**src/rtl/stack_unit.sv**
```systemverilog
// Memory-stage stack unit: owns the stack pointer and sequences PUSH/POP/CALL/RET.
// Optional bounds checking is enabled by defining STACK_BOUNDS_CHECK_EN.
module stack_unit #(
    parameter int unsigned ADDR_W   = 11,
    parameter int unsigned DATA_W   = 16,
    parameter int unsigned PC_W     = 32,
    parameter int unsigned SP_RESET = 2047
) (
    input  logic              clk,
    input  logic              rst,
    input  logic [1:0]        enablePushOrPop,
    input  logic [1:0]        firstTimeCall,
    input  logic [1:0]        firstTimeRET,
    input  logic [DATA_W-1:0] pushData,
    input  logic [PC_W-1:0]   pcIn,
    input  logic [DATA_W-1:0] memRdData,
    output logic [ADDR_W-1:0] memAddr,
    output logic [DATA_W-1:0] memWrData,
    output logic              memWE,
    output logic              memRE,
    output logic [ADDR_W-1:0] spOut,
    output logic [DATA_W-1:0] popData,
    output logic              popValid,
    output logic [PC_W-1:0]   pcOut,
    output logic              pcLoad,
    output logic              protocolError,
    output logic              stackOverflow,
    output logic              stackUnderflow
);

    typedef enum logic [1:0] {IDLE, CALL_HI, RET_HI, RET_LO} state_t;

    localparam logic [ADDR_W-1:0] SP_INIT = ADDR_W'(SP_RESET);

    state_t            state, state_nx;
    logic [ADDR_W-1:0] sp, sp_nx;
    logic [DATA_W-1:0] hi_hold, pc_hi, wr_data;
    logic              push_req, pop_req, push_blk, pop_blk;
    logic              do_wr, do_rd, wr_en, rd_en;
    logic              idle_proc, plain_pop, hi_load, perr, pc_set, pop_pend;

    assign push_req = (enablePushOrPop == 2'b01);
    assign pop_req  = (enablePushOrPop == 2'b11);

`ifdef STACK_BOUNDS_CHECK_EN
    assign push_blk = (sp == '0);
    assign pop_blk  = (sp == SP_INIT);
`else
    assign push_blk = 1'b0;
    assign pop_blk  = 1'b0;
`endif

    assign wr_en = do_wr & ~push_blk;
    assign rd_en = do_rd & ~pop_blk;
    assign sp_nx = wr_en ? sp - ADDR_W'(1) : (rd_en ? sp + ADDR_W'(1) : sp);
    assign spOut = sp;

    // Next-state and request decode; a broken CALL and the RET_LO tail fall through to IDLE handling
    always_comb begin
        state_nx  = IDLE;
        do_wr     = 1'b0;
        do_rd     = 1'b0;
        wr_data   = pushData;
        idle_proc = 1'b0;
        plain_pop = 1'b0;
        hi_load   = 1'b0;
        perr      = 1'b0;
        pc_set    = 1'b0;
        case (state)
            IDLE: idle_proc = 1'b1;
            CALL_HI: begin
                if (push_req && firstTimeCall == 2'b01) begin
                    do_wr   = 1'b1;
                    wr_data = hi_hold;
                end else begin
                    perr      = 1'b1;
                    idle_proc = 1'b1;
                end
            end
            RET_HI: begin
                if (pop_req && firstTimeRET == 2'b01) begin
                    do_rd    = 1'b1;
                    state_nx = pop_blk ? IDLE : RET_LO;
                end else begin
                    perr = 1'b1;
                end
            end
            RET_LO: begin
                pc_set    = 1'b1;
                idle_proc = 1'b1;
            end
            default: ;
        endcase
        if (idle_proc) begin
            if (push_req) begin
                do_wr = 1'b1;
                if (firstTimeCall == 2'b11) begin
                    wr_data  = pcIn[DATA_W-1:0];
                    hi_load  = ~push_blk;
                    state_nx = push_blk ? IDLE : CALL_HI;
                end
            end else if (pop_req) begin
                do_rd = 1'b1;
                if (firstTimeRET == 2'b11) begin
                    state_nx = pop_blk ? IDLE : RET_HI;
                end else begin
                    plain_pop = ~pop_blk;
                end
            end
        end
    end

    // Memory port, quiet while reset is held
    always_comb begin
        memAddr   = '0;
        memWrData = '0;
        memWE     = 1'b0;
        memRE     = 1'b0;
        if (!rst) begin
            if (wr_en) begin
                memAddr   = sp;
                memWrData = wr_data;
                memWE     = 1'b1;
            end else if (rd_en) begin
                memAddr = sp + ADDR_W'(1);
                memRE   = 1'b1;
            end
        end
    end

    always_ff @(posedge clk) begin
        if (rst) begin
            state         <= IDLE;
            sp            <= SP_INIT;
            hi_hold       <= '0;
            pc_hi         <= '0;
            pop_pend      <= 1'b0;
            popData       <= '0;
            popValid      <= 1'b0;
            pcOut         <= '0;
            pcLoad        <= 1'b0;
            protocolError <= 1'b0;
        end else begin
            state         <= state_nx;
            sp            <= sp_nx;
            pop_pend      <= plain_pop;
            popValid      <= pop_pend;
            pcLoad        <= pc_set;
            protocolError <= perr;
            if (hi_load)         hi_hold <= DATA_W'(pcIn[PC_W-1:DATA_W]);
            if (state == RET_HI) pc_hi   <= memRdData;
            if (pop_pend)        popData <= memRdData;
            if (pc_set)          pcOut   <= PC_W'({pc_hi, memRdData});
        end
    end

`ifdef STACK_BOUNDS_CHECK_EN
    always_ff @(posedge clk) begin
        if (rst) begin
            stackOverflow  <= 1'b0;
            stackUnderflow <= 1'b0;
        end else begin
            if (do_wr && push_blk) stackOverflow  <= 1'b1;
            if (do_rd && pop_blk)  stackUnderflow <= 1'b1;
        end
    end
`else
    assign stackOverflow  = 1'b0;
    assign stackUnderflow = 1'b0;
`endif

endmodule

```
**config.mk**
```make
export PLATFORM = sky130hd
export DESIGN_NAME = stack_unit
export DESIGN_NICKNAME = d
export VERILOG_FILES = /design/src/rtl/stack_unit.sv
export SDC_FILE = /design/constraint.sdc
export NUM_CORES = 1
export LEC_CHECK = 0
export ABC_CLOCK_PERIOD_IN_PS = 1900
export BUFFER_PORTS_ARGS = -buffer_cell sky130_fd_sc_hd__buf_2
export CORE_ASPECT_RATIO = 0.9
export CORE_UTILIZATION = 45
export CTS_CLUSTER_DIAMETER = 40
export DETAILED_ROUTE_END_ITERATION = 16
export GPL_TIMING_DRIVEN = 0
export PLACE_DENSITY_LB_ADDON = 0.12
export SLEW_MARGIN = 20
export SYNTH_ARGS = -nofsm -noshare
export SYNTH_HDL_FRONTEND = slang
export SYNTH_SLANG_ARGS = --single-unit
```
**constraint.sdc**
```tcl
create_clock -name clk -period 1.9 [get_ports clk]
set_input_delay 0.285 -clock clk [delete_from_list [all_inputs] [get_ports clk]]
set_output_delay 0.285 -clock clk [all_outputs]
set_load 0.02 [all_outputs]
```
### After elaboration in Yosys (flattened, before gate mapping)

Index checks and enable logic that the tools add are counted.

| cells by class | value |
|---|---|
| $add $sub $neg | 2 |
| eq/ne operators | 9 |
| muxes and demuxes | 42 |
| bitwise logic cells | 2 |
| reduce and logical (&&, ||, !) cells | 6 |

Operator list:

| cell | count |
|---|---|
| $mux 16 | 7 |
| $mux 11 | 5 |
| $mux 1 | 21 |
| $mux 2 | 7 |
| $add 11x1->11 const B | 1 |
| $sub 11x1->11 const B | 1 |
| $eq 2x2->1 const B | 5 |
| $eq 2x1->1 const B | 4 |
| $pmux 1 s2 | 2 |
| $reduce_or 4->1 | 1 |
| $logic_and 1x1->1 | 2 |
| $logic_not 2->1 | 1 |
| $not 1->1 | 2 |
| $reduce_bool 2->1 | 1 |
| $reduce_or 2->1 | 1 |

| word-level totals | value |
|---|---|
| bits in registers | 97 |
| input bits | 72 |
| output and inout bits | 93 |
| logic and storage cells | 71 |

### Depth between registers and ports, before layout

Gate-level depths: netlist of run 1.

| depth | value |
|---|---|
| word-level depth | 10 |
| gate-level depth with buffers | 8 |

### Worst setup path before layout of run 1

No wires, ideal clock.

| timing | value |
|---|---|
| path kind | reg2out |
| start point | register state[0] |
| end point | output memAddr[7] |
| arrival time | 2.053 ns |
| data required time | 1.615 ns |
| path slack | -0.438 ns |
| cell stages (with the launch flop) | 9 |
| path through | dfxtp_1 -> inv_1 -> ha_1 -> o21ba_2 -> a32o_1 -> buf_2 -> buf_4 -> a21oi_1 -> a311oi_1 |

| between the ends | value |
|---|---|
| cells in the longest elaborated chain, start to end | 8 |
| elaborated cells on any way between the ends | 16 |
| those cells by class | eq/ne (3); mux (11); reduce/logical (2) |

Ends and longest elaborated chain:

| element | RTL line | RTL |
|---|---|---|
| from (decl) | 35 | `state_t state, state_nx;` |
| from (signal assigned) | 144 | `state <= state_nx;` |
| $eq 2x2->1 | 69 | `case (state)` |
| $mux 1 | 69 |  |
| $mux 1 | 102 | `end else if (pop_req) begin` |
| $mux 1 | 95 | `if (push_req) begin` |
| $mux 1 | 94 | `if (idle_proc) begin` |
| $mux 11 | 124 | `end else if (rd_en) begin` |
| $mux 11 (*) | 120 | `if (wr_en) begin` |
| $mux 11 (*) | 119 | `if (!rst) begin` |
| to (decl) | 17 | `output logic [ADDR_W-1:0] memAddr,` |

Every way passes the cells marked *; elsewhere a longest branch is shown, timed or not.

### Final worst setup path of run 1

| timing | value |
|---|---|
| start point | register state[0] |
| end point | output memAddr[8] |

The elaborated chain is that of the path after synthesis.

==> results.md, run 1 <==
- Filler cell count in the final layout: slightly below 800
- Final hold vios: 0
- Final Max Slew Viols: 0
- Fmax: ~0.4 GHz
- First-pass GRT wire length: 20500 um
- Simple-Gate Fraction of Synth Area: 0.1821
- Clk slew on worst S/H paths: around 0.1 ns
- Startpoint Class: flip-flop
- Min Hold Slack: 0.1594 ns
- Final WL: 13610 um
- Vias in the first global route: 4222
- Core Region: 0.009657 sq mm
- CTS tree: built
- Count of cell types in the netlist: 54
- Layout area overhead: 52.35%
- DRT Pass-1 Iters: 5
- Floorplan row count: 34
- Die height: around 97 um
- Total global-route track usage: 0.2542
- Relative slew margins: 0.3685
- Asr flop ratio synth: 0
- Main synth FF type: dfxtp_1
- Leakage: 0.002821 uW
- Status: complete, but fails checks
- Post-layout minimum cycle time: 2.500 ns
- Seq/Total Area, Yosys: 0.4342
- Global placement routability congestion: between 0.8 and 0.9
- Post-synth design cell area: 0.004472 sq mm
- Root Driver: clkbuf_8
- Failing checks: setup timing
- Worst Setup End Kind: primary output
- RSZ-0062 raised after global routing: yes
- Port Buf Inserts: 161
- Vias per cell: approximately 5.2
- Post-route ant nets: 0
- Largest net degree at the start of global routing: 19
- Drt drc: 0
- Worst-Margin Slew: 0.9472 ns
- DIE AREA: 0.01034 sq mm
- Final nets: 777
- Synth Register Bits: 97
- Initial antenna violation count: 1
- Crit share post-route: 1.316
- MaxCap Viol Count: 0
- Final setup margin: -0.5995 ns
- Synth Area in Adders: 0.01679
- CTS buffer count: 9
- Main combinational cell family by area after synthesis: simple AND/OR/NAND/NOR gates
- Synth Area in XOR/XNOR: 0.01567
- EDFF count, synth: 0
- Total gr overflow: 0
- Compound-gate portion of the synthesized area: 0.1214
- Starting Density: 0.4631
- Layout Skew: 0.01328 ns
- Final setup fails: 32
- Crit Path Class: flip-flop to primary output
- Dpl ws: -0.5519 ns
- Yosys warning total: 0
- CP Data Arrival Time: 2.21 ns
- Layout cell share with drive strength beyond 1: 0.4545
- Max rail drop VDD: 0.4049 mV
- Wirelength per Cell: roughly 16 um
- DR iter-0 viols: about 110
- Critical-path maximum fanout: 6
- WP data required: 1.62 ns
- Bufs on Longest Clock Path: 2
- Via count: 4343
- Post-cts hold buffer count: 0
- Clk sinks: 97
- HPWL after DPL: just over 9000 um
- Pwr/cell area: 667.9 mW/mm^2
- Mux contribution to synthesized area: 0.1791
- Worst hold-check path type: input port to flip-flop
- Clk_lat worst skew: 0.37 ns
- Width of the die: 107.1 um
- Htree depth: 3
- Mean Syn Cell Area: 8.873 sq um
- Io pins: 165
- Post-synthesis instance total: between 500 and 600
cell type report:
type / count / area [sq um] / share of cell area
buffer: 40 / 304.0 / 0.04463
sequential: 97 / 1954 / 0.2869
inverter: 8 / 37.54 / 0.005510
antenna: 1 / 2.502 / 0.0003673
tap: 126 / 157.7 / 0.02314
timing repair buffer: 184 / 1237 / 0.1816
clock inverter: 6 / 60.06 / 0.008815
clock buffer: 10 / 127.6 / 0.01873
multi-input combinational: 359 / 2932 / 0.4303
timing repair:
item                       CTS  global route
pin swaps                   17            18
cloned                       3             1
resized for setup          101            54
buffers inserted            18             4
setup endpoints to repair   39            80
placed cells by master (no fill, tap or decap), types with 3 or more instances in the layout:
cell type and count:
dfxtp_1 93, buf_1 3, mux2i_1 73, mux2i_2 7, or2_2 3, clkbuf_16 3, clkbuf_2 5, ha_4 3
a21oi_1 20, a311oi_4 5, clkbuf_1 11, a21oi_4 7, a211oi_2 6, buf_12 3, buf_6 33, a211oi_4 13
xor2_1 3, nand2_4 4, inv_6 3, nor2b_1 3, clkbuf_4 6, nor2_1 79, nor2_2 11, clkinv_4 3
clkbuf_8 9, nand2_1 51, dfxtp_4 3, nor3_1 3, buf_4 19, xnor2_1 4, nand4_1 4, buf_8 4
nand3_1 5, nor2_4 4, o21ai_1 3, inv_1 4, buf_2 137
worst max-delay path: stages, from the launching register on:
cell and delay (ns):
dfxtp_4 0.37, inv_4 0.07, ha_4 0.20, o21ba_4 0.24
a32o_2 0.27, buf_8 0.15, and2_4 0.15, o21ai_4 0.16
a21oi_4 0.07, buf_6 0.17
cell usage after synthesis (all sizes together) (2+ instances only):
cell    count  area share
nor2b       3      0.0042
nand3       6      0.0067
nand2b      2      0.0028
buf        23       0.028
and3        2      0.0028
inv         8      0.0067
nand2      56       0.047
ha          6       0.017
nor2       94       0.079
mux2i      80        0.18
o32ai       2      0.0056
a21o        2      0.0034
a211oi     20       0.035
dfxtp      97        0.43
a21oi      27       0.030
or2         3      0.0042
xnor2       5      0.0098
a31oi       3      0.0042
a311oi      5      0.0098
and4        3      0.0062
nor3        3      0.0034
clkbuf     18       0.015
o21ai       6      0.0067
xor2        3      0.0059
a32oi       3      0.0076
a22oi       2      0.0034
nand4       4      0.0056
logic make-up after synthesis:
family	Yosys count
XOR/XNOR	8
flip-flops	97
adder cells (fa/ha/maj)	6
multiplexers	80
buffers and inverters	49
AND/OR/NAND/NOR	185
other	1
AO/OA/AOI/OAI	78
per-layer routing:
layer / wire length (um) / track usage
met3: 862 / 0.06841
met2: 6960 / 0.4769
met5: 0 / 0
met1: 5692 / 0.2885
met4: 95 / 0.06050
final timing paths:
check | slack [ns] | from | to | cells past startpoint
min | 0.16 | pcIn[23] | hi_hold[7] | 3
max reg2reg | -0.09 | state[0] | spOut[8] | 10
min reg2reg | 0.47 | hi_hold[3] | hi_hold[3] | 2
max | -0.60 | state[0] | memAddr[8] | 9
report_power, final:
part / leakage (uW) / internal (uW) / total (uW) / switching [uW]
sequential: 0.000786 / 2080 / 2140 / 58.1
clock: 0.0000946 / 508 / 1300 / 794
combinational: 0.00194 / 476 / 1110 / 632
total: 0.00282 / 3070 / 4550 / 1480
registers in the layout (all words and copies together) (netlist names):
name / cells
pop_pend: 1
pc_hi: 16
state: 2
pcLoad: 1
hi_hold: 16
popValid: 1
spOut: 11
pcOut: 32
protocolError: 1
popData: 16
stage by stage:
step                      power (uW)  std cells  TNS [ns]  instance area, sq um    util
after floorplan                 2783        505    -1.212                  4896       -
after global placement          3035        792    -12.12                  5859  0.6068
after detailed placement        3054        792    -14.05                  5859  0.6068
after CTS                       4511        829    -16.02                  6603  0.6837
after global routing            4743        831    -18.31                  6813  0.7055
final                           4550        831    -15.06                  6813  0.7055
Note: power is estimated with default switching activity, not from simulation.
==> run 2, diff against run 1 <==
--- a/config.mk
+++ b/config.mk
@@ -12,7 +12,7 @@
 export CTS_CLUSTER_DIAMETER = 40
 export DETAILED_ROUTE_END_ITERATION = 16
 export GPL_TIMING_DRIVEN = 0
-export PLACE_DENSITY_LB_ADDON = 0.12
+export PLACE_DENSITY = 0.78
 export SLEW_MARGIN = 20
 export SYNTH_ARGS = -nofsm -noshare
 export SYNTH_HDL_FRONTEND = slang
==> run 2 against run 1 <==
  * Non-clock buffer count rose by 5
  * The flow still finishes with violations (setup timing)
  * Critical endpoint is now memAddr[9]
  * Core utilization rose by 0.25 points
  * Highest routed layer unchanged
  * First-iteration DRC count increased by 91%
==> results.md, run 2 (same netlist as run 1, synthesis figures left out) <==
- Status: complete, but fails checks
- Failing checks: setup timing
- Layout area overhead: 52.88%
- Crit share post-route: 1.337
- Relative slew margins: 0.3457
- CTS buffer count: 9
- Start point of the worst hold path: pcIn[23]
- Combinational group share of total power: 0.246
- Final Non-Filler Cells: 834
- Port Buf Inserts: between 150 and 200
- Worst r2r path cells: 11
- Global placement routability congestion: 0.8626
- Crit Path Class: flip-flop to primary output
- Bufs on Longest Clock Path: 2
- Clk_lat worst skew: 0.36 ns
- Worst setup startpoint: state[0]
- Crit path capture: memAddr[9]
- Core Region: 0.009657 sq mm
- Floorplan row count: 34
- Worst R2R End: spOut[4]
- Final Cell Area: 0.006837 sq mm
- Layout Skew: 0.01264 ns
- WP data required: 1.62 ns
- Filler cell count in the final layout: 717
- P_int: 3058 uW
- Max reg flops: 32
- Commonest non-fill, non-tap cells in the layout: buf_2 (139), dfxtp_1 (93), nor2_1 (81)
- DRT Pass-1 Iters: 7
- Total gr overflow: 0
- Final setup margin: -0.6395 ns
- RSZ-0062 raised after global routing: yes
- Vias in the first global route: 4111
- Startpoint Class: flip-flop
- Final Max Slew Viols: 0
- CTS tree: built
- DR iter-0 viols: 214
- Via count: 4448
- Max rail drop VDD: 0.3838 mV
- Reg2reg start: state[0]
- First-pass GRT wire length: 20370 um
- Placed insts: 792
- Starting Density: 0.4631
- Layout cell share with drive strength beyond 1: 0.4562
- Total negative setup slack: -17.55 ns
- Wirelength per Cell: 16.74 um
- Final setup fails: 38
- Drt drc: 0
- Root Driver: clkbuf_8
- Io pins: 165
- CP Data Arrival Time: 2.25 ns
- Initial antenna violation count: 0
- Pwr/cell area: 661.6 mW/mm^2
- Net Switching: 1465 uW
- Die height: 96.57 um
- Leakage: 0.002862 uW
- Critical-path maximum fanout: 7
- Vias per cell: approximately 5.3
- Largest register by flop count: pcOut
- Fin util: 0.7080
- Htree depth: 3
- Sw Share: 0.3239
- Commonest non-fill, non-tap cell in the layout: buf_2
- HPWL after DPL: 9430 um
- Area of the multi-input gates: 0.002899 sq mm
- Reg-to-reg setup timing slack: -0.34 ns
- Clk sinks: just under 100
- Total area of sequential cells: between 0.0015 and 0.002 sq mm
- Total global-route track usage: 0.2546
- Post-route ant nets: 0
- Sequential share of power: 0.475
- Clock network fraction of total power: 0.278
- Fmax: about 0.39 GHz
- Final nets: 782
- DIE AREA: 0.01034 sq mm
- Final WL: 13960 um
- Post-cts hold buffer count: 0
- Worst-Margin Slew: between 0.9 and 1 ns
- Final hold vios: 0
- Clk slew on worst S/H paths: 0.09 ns
- Post-layout minimum cycle time: 2.539 ns
- Largest net degree at the start of global routing: 18
- Width of the die: 107.1 um
- Ant. Diodes: 0
- Worst Setup End Kind: primary output
- Min Hold Slack: 0.1619 ns
- Placed inst area: between 0.005 and 0.006 sq mm
- MaxCap Viol Count: 0
- Worst hold-check path type: input port to flip-flop
run 2: cell count changes in the layout (fill, tap and decap cells not counted), sizes merged:
cell / before / now
buf: 200 / 209
clkbuf: 34 / 29
clkinv: 4 / 2
clkinvlp: 0 / 2
diode: 1 / 0
run 2: power groups by stage:
stage	Clock [uW]	Combinational, uW	Sequential, uW
after floorplan	0	561	2220
after global placement	0	852	2180
after detailed placement	0	873	2180
after CTS	1290	1010	2140
after global routing	1370	1180	2160
final	1260	1110	2150
run 2: final cells by class:
class	count	area share
flip-flops and latches	97	0.2859
inverters	8	0.005490
clock inverters	6	0.007687
plain buffers	37	0.04283
well taps	126	0.02306
multi-input cells	359	0.4240
clock buffers	9	0.01812
repair buffers	192	0.1929
run 2: worst min-delay path by stage:
stage                   to  depth (start not counted)
2_1_floorplan   hi_hold[0]                          2
3_3_place_gp   hi_hold[14]                          2
3_5_place_dp   hi_hold[13]                          2
4_1_cts         hi_hold[3]                          3
5_1_grt         hi_hold[7]                          3
6_report        hi_hold[7]                          3
run 2: critical path: stages, from the launching register on:
cell	delay [ns]
dfxtp_4	0.39
inv_4	0.05
ha_4	0.28
o21ba_4	0.17
buf_12	0.11
a32oi_4	0.16
a21o_1	0.25
a311oi_4	0.33
buf_6	0.16
run 2: layer usage:
layer | vias to the layer above | track usage | wire (um)
met5 | - | 0 | 0
met4 | 0 | 0.08333 | 258
met2 | 201 | 0.4677 | 6935
li1 | 2121 | - | -
met1 | 2095 | 0.3041 | 5904
met3 | 31 | 0.04292 | 859
run 2: stage by stage:
stage               total power [uW]  worst slack [ns]
floorplan                       2783          -0.06310
global placement                3033           -0.5226
detailed placement              3057           -0.5279
CTS                             4434           -0.6012
global route                    4714           -0.7028
finish                          4523           -0.6395
run 2: what timing repair did:
item                                    in CTS  in global routing
endpoints found under the hold margin        0                  0
buffers inserted                            16                 11
pin swaps                                    8                 16
endpoints found under the setup margin      36                 54
gates resized for setup                     99                 43
cloned                                       2                  3
==> run 3, diff against run 2 <==
--- a/config.mk
+++ b/config.mk
@@ -13,6 +13,7 @@
 export DETAILED_ROUTE_END_ITERATION = 16
 export GPL_TIMING_DRIVEN = 0
 export PLACE_DENSITY = 0.78
+export SETUP_SLACK_MARGIN = 0.15
 export SLEW_MARGIN = 20
 export SYNTH_ARGS = -nofsm -noshare
 export SYNTH_HDL_FRONTEND = slang
==> run 3 against run 2 <==
  * Clock skew down 0.00061 ns
  * Fmax decreased by 0.18%
  * Cell area is 2.6% higher
  * Largest power group unchanged
  * Largest cell class unchanged
  * The run still ends with setup timing left
==> results.md, run 3 (same netlist as run 1, synthesis figures left out) <==
- Status: complete, but fails checks
- Failing checks: setup timing
- Filler cell count in the final layout: roughly 680
- Vias in the first global route: 4317
- Crit Path Class: flip-flop to primary output
- Final setup margin: -0.6439 ns
- Starting Density: 0.4631
- Final Non-Filler Cells: 844
- Net Switching: 1534 uW
- RSZ-0062 raised after global routing: yes
- CTS buffer count: 9
- Pwr/cell area: around 700 mW/mm^2
- Start point of the worst hold path: pcIn[17]
- Fmax: 0.3931 GHz
- Initial antenna violation count: 0
- P_int: 3241 uW
- Width of the die: 107.1 um
- Root Driver: clkbuf_8
- Bufs on Longest Clock Path: 2
- Final total power: about 4800 uW
- Largest register by flop count: pcOut
- Sw Share: 0.3212
- Worst hold-check path type: input port to flip-flop
- Total gr overflow: 0
- DR iter-0 viols: 209
- Wirelength per Cell: 17.35 um
- DIE AREA: between 0.01 and 0.015 sq mm
- Htree depth: 3
- Vias per cell: between 5 and 6
- Final hold vios: 0
- Layout area overhead: 56.91%
- Clk_lat worst skew: ~0.37 ns
- Leakage: between 0.002 and 0.003 uW
- Crit-path slowest cell: dfxtp_4
- Dpl ws: -0.4399 ns
- Critical path, cell by cell: buf_6, ha_4, nand3b_1, a211o_1, bufbuf_16, a311oi_4, buf_6
- Die height: 96.57 um
- Ant. Diodes: 0
- Critical-path maximum fanout: 5
- Final WL: 14640 um
- Core Region: 0.009657 sq mm
- Startpoint Class: flip-flop
- Max rail drop VDD: 0.4194 mV
- Combinational group share of total power: 0.243
- Worst setup startpoint: state[0]
- Crit share post-route: 1.339
- WP data required: 1.62 ns
- CP most frequent cell: buf_6
- First-pass GRT wire length: 21850 um
- Final nets: 791
- Via count: 4579
- Clk sinks: 97
- Crit-path max cell delay: approximately 0.38 ns
- Io pins: 165
- DRT Pass-1 Iters: 6
- Post-layout minimum cycle time: ~2.5 ns
- CP Data Arrival Time: 2.26 ns
- Worst-Margin Slew: between 1 and 1.5 ns
- Clock network fraction of total power: 0.308
- CTS tree: built
- Port Buf Inserts: ~160
- Worst Setup End Kind: primary output
- Post-cts hold buffer count: 0
- Area of the multi-input gates: 0.002914 sq mm
- Post-route ant nets: 0
- Reg2reg start: state[0]
- MaxCap Viol Count: 0
- Drt drc: 0
- Global placement routability congestion: 0.9120
- Floorplan row count: 34
- Sequential share of power: 0.449
- HPWL after DPL: 9594 um
- Placed insts: just under 800
- Total area of sequential cells: slightly below 0.002 sq mm
- Final Max Slew Viols: 0
- Commonest non-fill, non-tap cell in the layout: buf_2
- Largest net degree at the start of global routing: 20
- Layout cell share with drive strength beyond 1: 0.4582
- Final setup fails: 39
- Max reg flops: 32
- Layout Skew: 0.01203 ns
- Total global-route track usage: 0.2756
- Commonest non-fill, non-tap cells in the layout: buf_2 (137), dfxtp_1 (93), nor2_1 (81)
- Clk slew on worst S/H paths: 0.11 ns
- Relative slew margins: 0.3318
-- run 3: path summary, 6_finish.rpt --
kind / end / slack [ns] / depth (start not counted)
max: memAddr[3] / -0.64 / 7
min reg2reg: hi_hold[15] / 0.46 / 2
min: hi_hold[1] / 0.13 / 3
max reg2reg: spOut[4] / -0.29 / 11
-- run 3: per-layer routing --
metal | up-vias | track usage | wire, um
met3 | 33 | 0.06975 | 1205
met1 | 2171 | 0.3267 | 5989
li1 | 2146 | - | -
met4 | 0 | 0.1005 | 249
met5 | - | 0 | 0
met2 | 229 | 0.4860 | 7197
-- run 3: power by group through the flow --
stage | combinational [uW] | clock (uW) | sequential [uW]
CTS | 1080 | 1490 | 2140
global placement | 859 | 0 | 2180
floorplan | 565 | 0 | 2220
detailed placement | 880 | 0 | 2180
global route | 1230 | 1580 | 2150
finish | 1160 | 1470 | 2140
-- run 3: what timing repair did --
| item | in CTS | in global routing |
|---|---|---|
| gates resized for setup | 127 | 34 |
| pin swaps | 22 | 19 |
| cloned | 5 | 0 |
| setup endpoints to repair | 53 | 94 |
| buffers inserted | 22 | 9 |
-- run 3: worst max-delay path: cells and delay by family, from the launching register on --
| family | cells | cell delay (ns) |
|---|---|---|
| adders and majority gates | 1 | 0.14 |
| DFF | 1 | 0.38 |
| buffers and inverters | 3 | 0.55 |
| AOI/OAI and AO/OA | 2 | 0.63 |
| and+or+nand+nor | 1 | 0.18 |
-- run 3: layout make-up --
type,instances,area share
clock inverter,7,0.01373
clock buffer,9,0.01765
sequential,97,0.2789
tap,126,0.02247
inverter,8,0.005171
buffer,41,0.04654
timing repair buffer,197,0.2002
multi-input combinational,359,0.4153
-- run 3: per-stage QoR --
| step | util | setup TNS (ns) | cell area [sq um] | hold WS, ns |
|---|---|---|---|---|
| 2_1_floorplan | - | -1.250 | 4913 | 0.4210 |
| 3_3_place_gp | 0.6086 | -7.514 | 5877 | 0.4460 |
| 3_5_place_dp | 0.6086 | -9.102 | 5877 | 0.4508 |
| 4_1_cts | 0.7047 | -17.02 | 6805 | 0.1320 |
| 5_1_grt | 0.7266 | -21.68 | 7017 | 0.1294 |
| 6_report | 0.7266 | -18.44 | 7017 | 0.1350 |
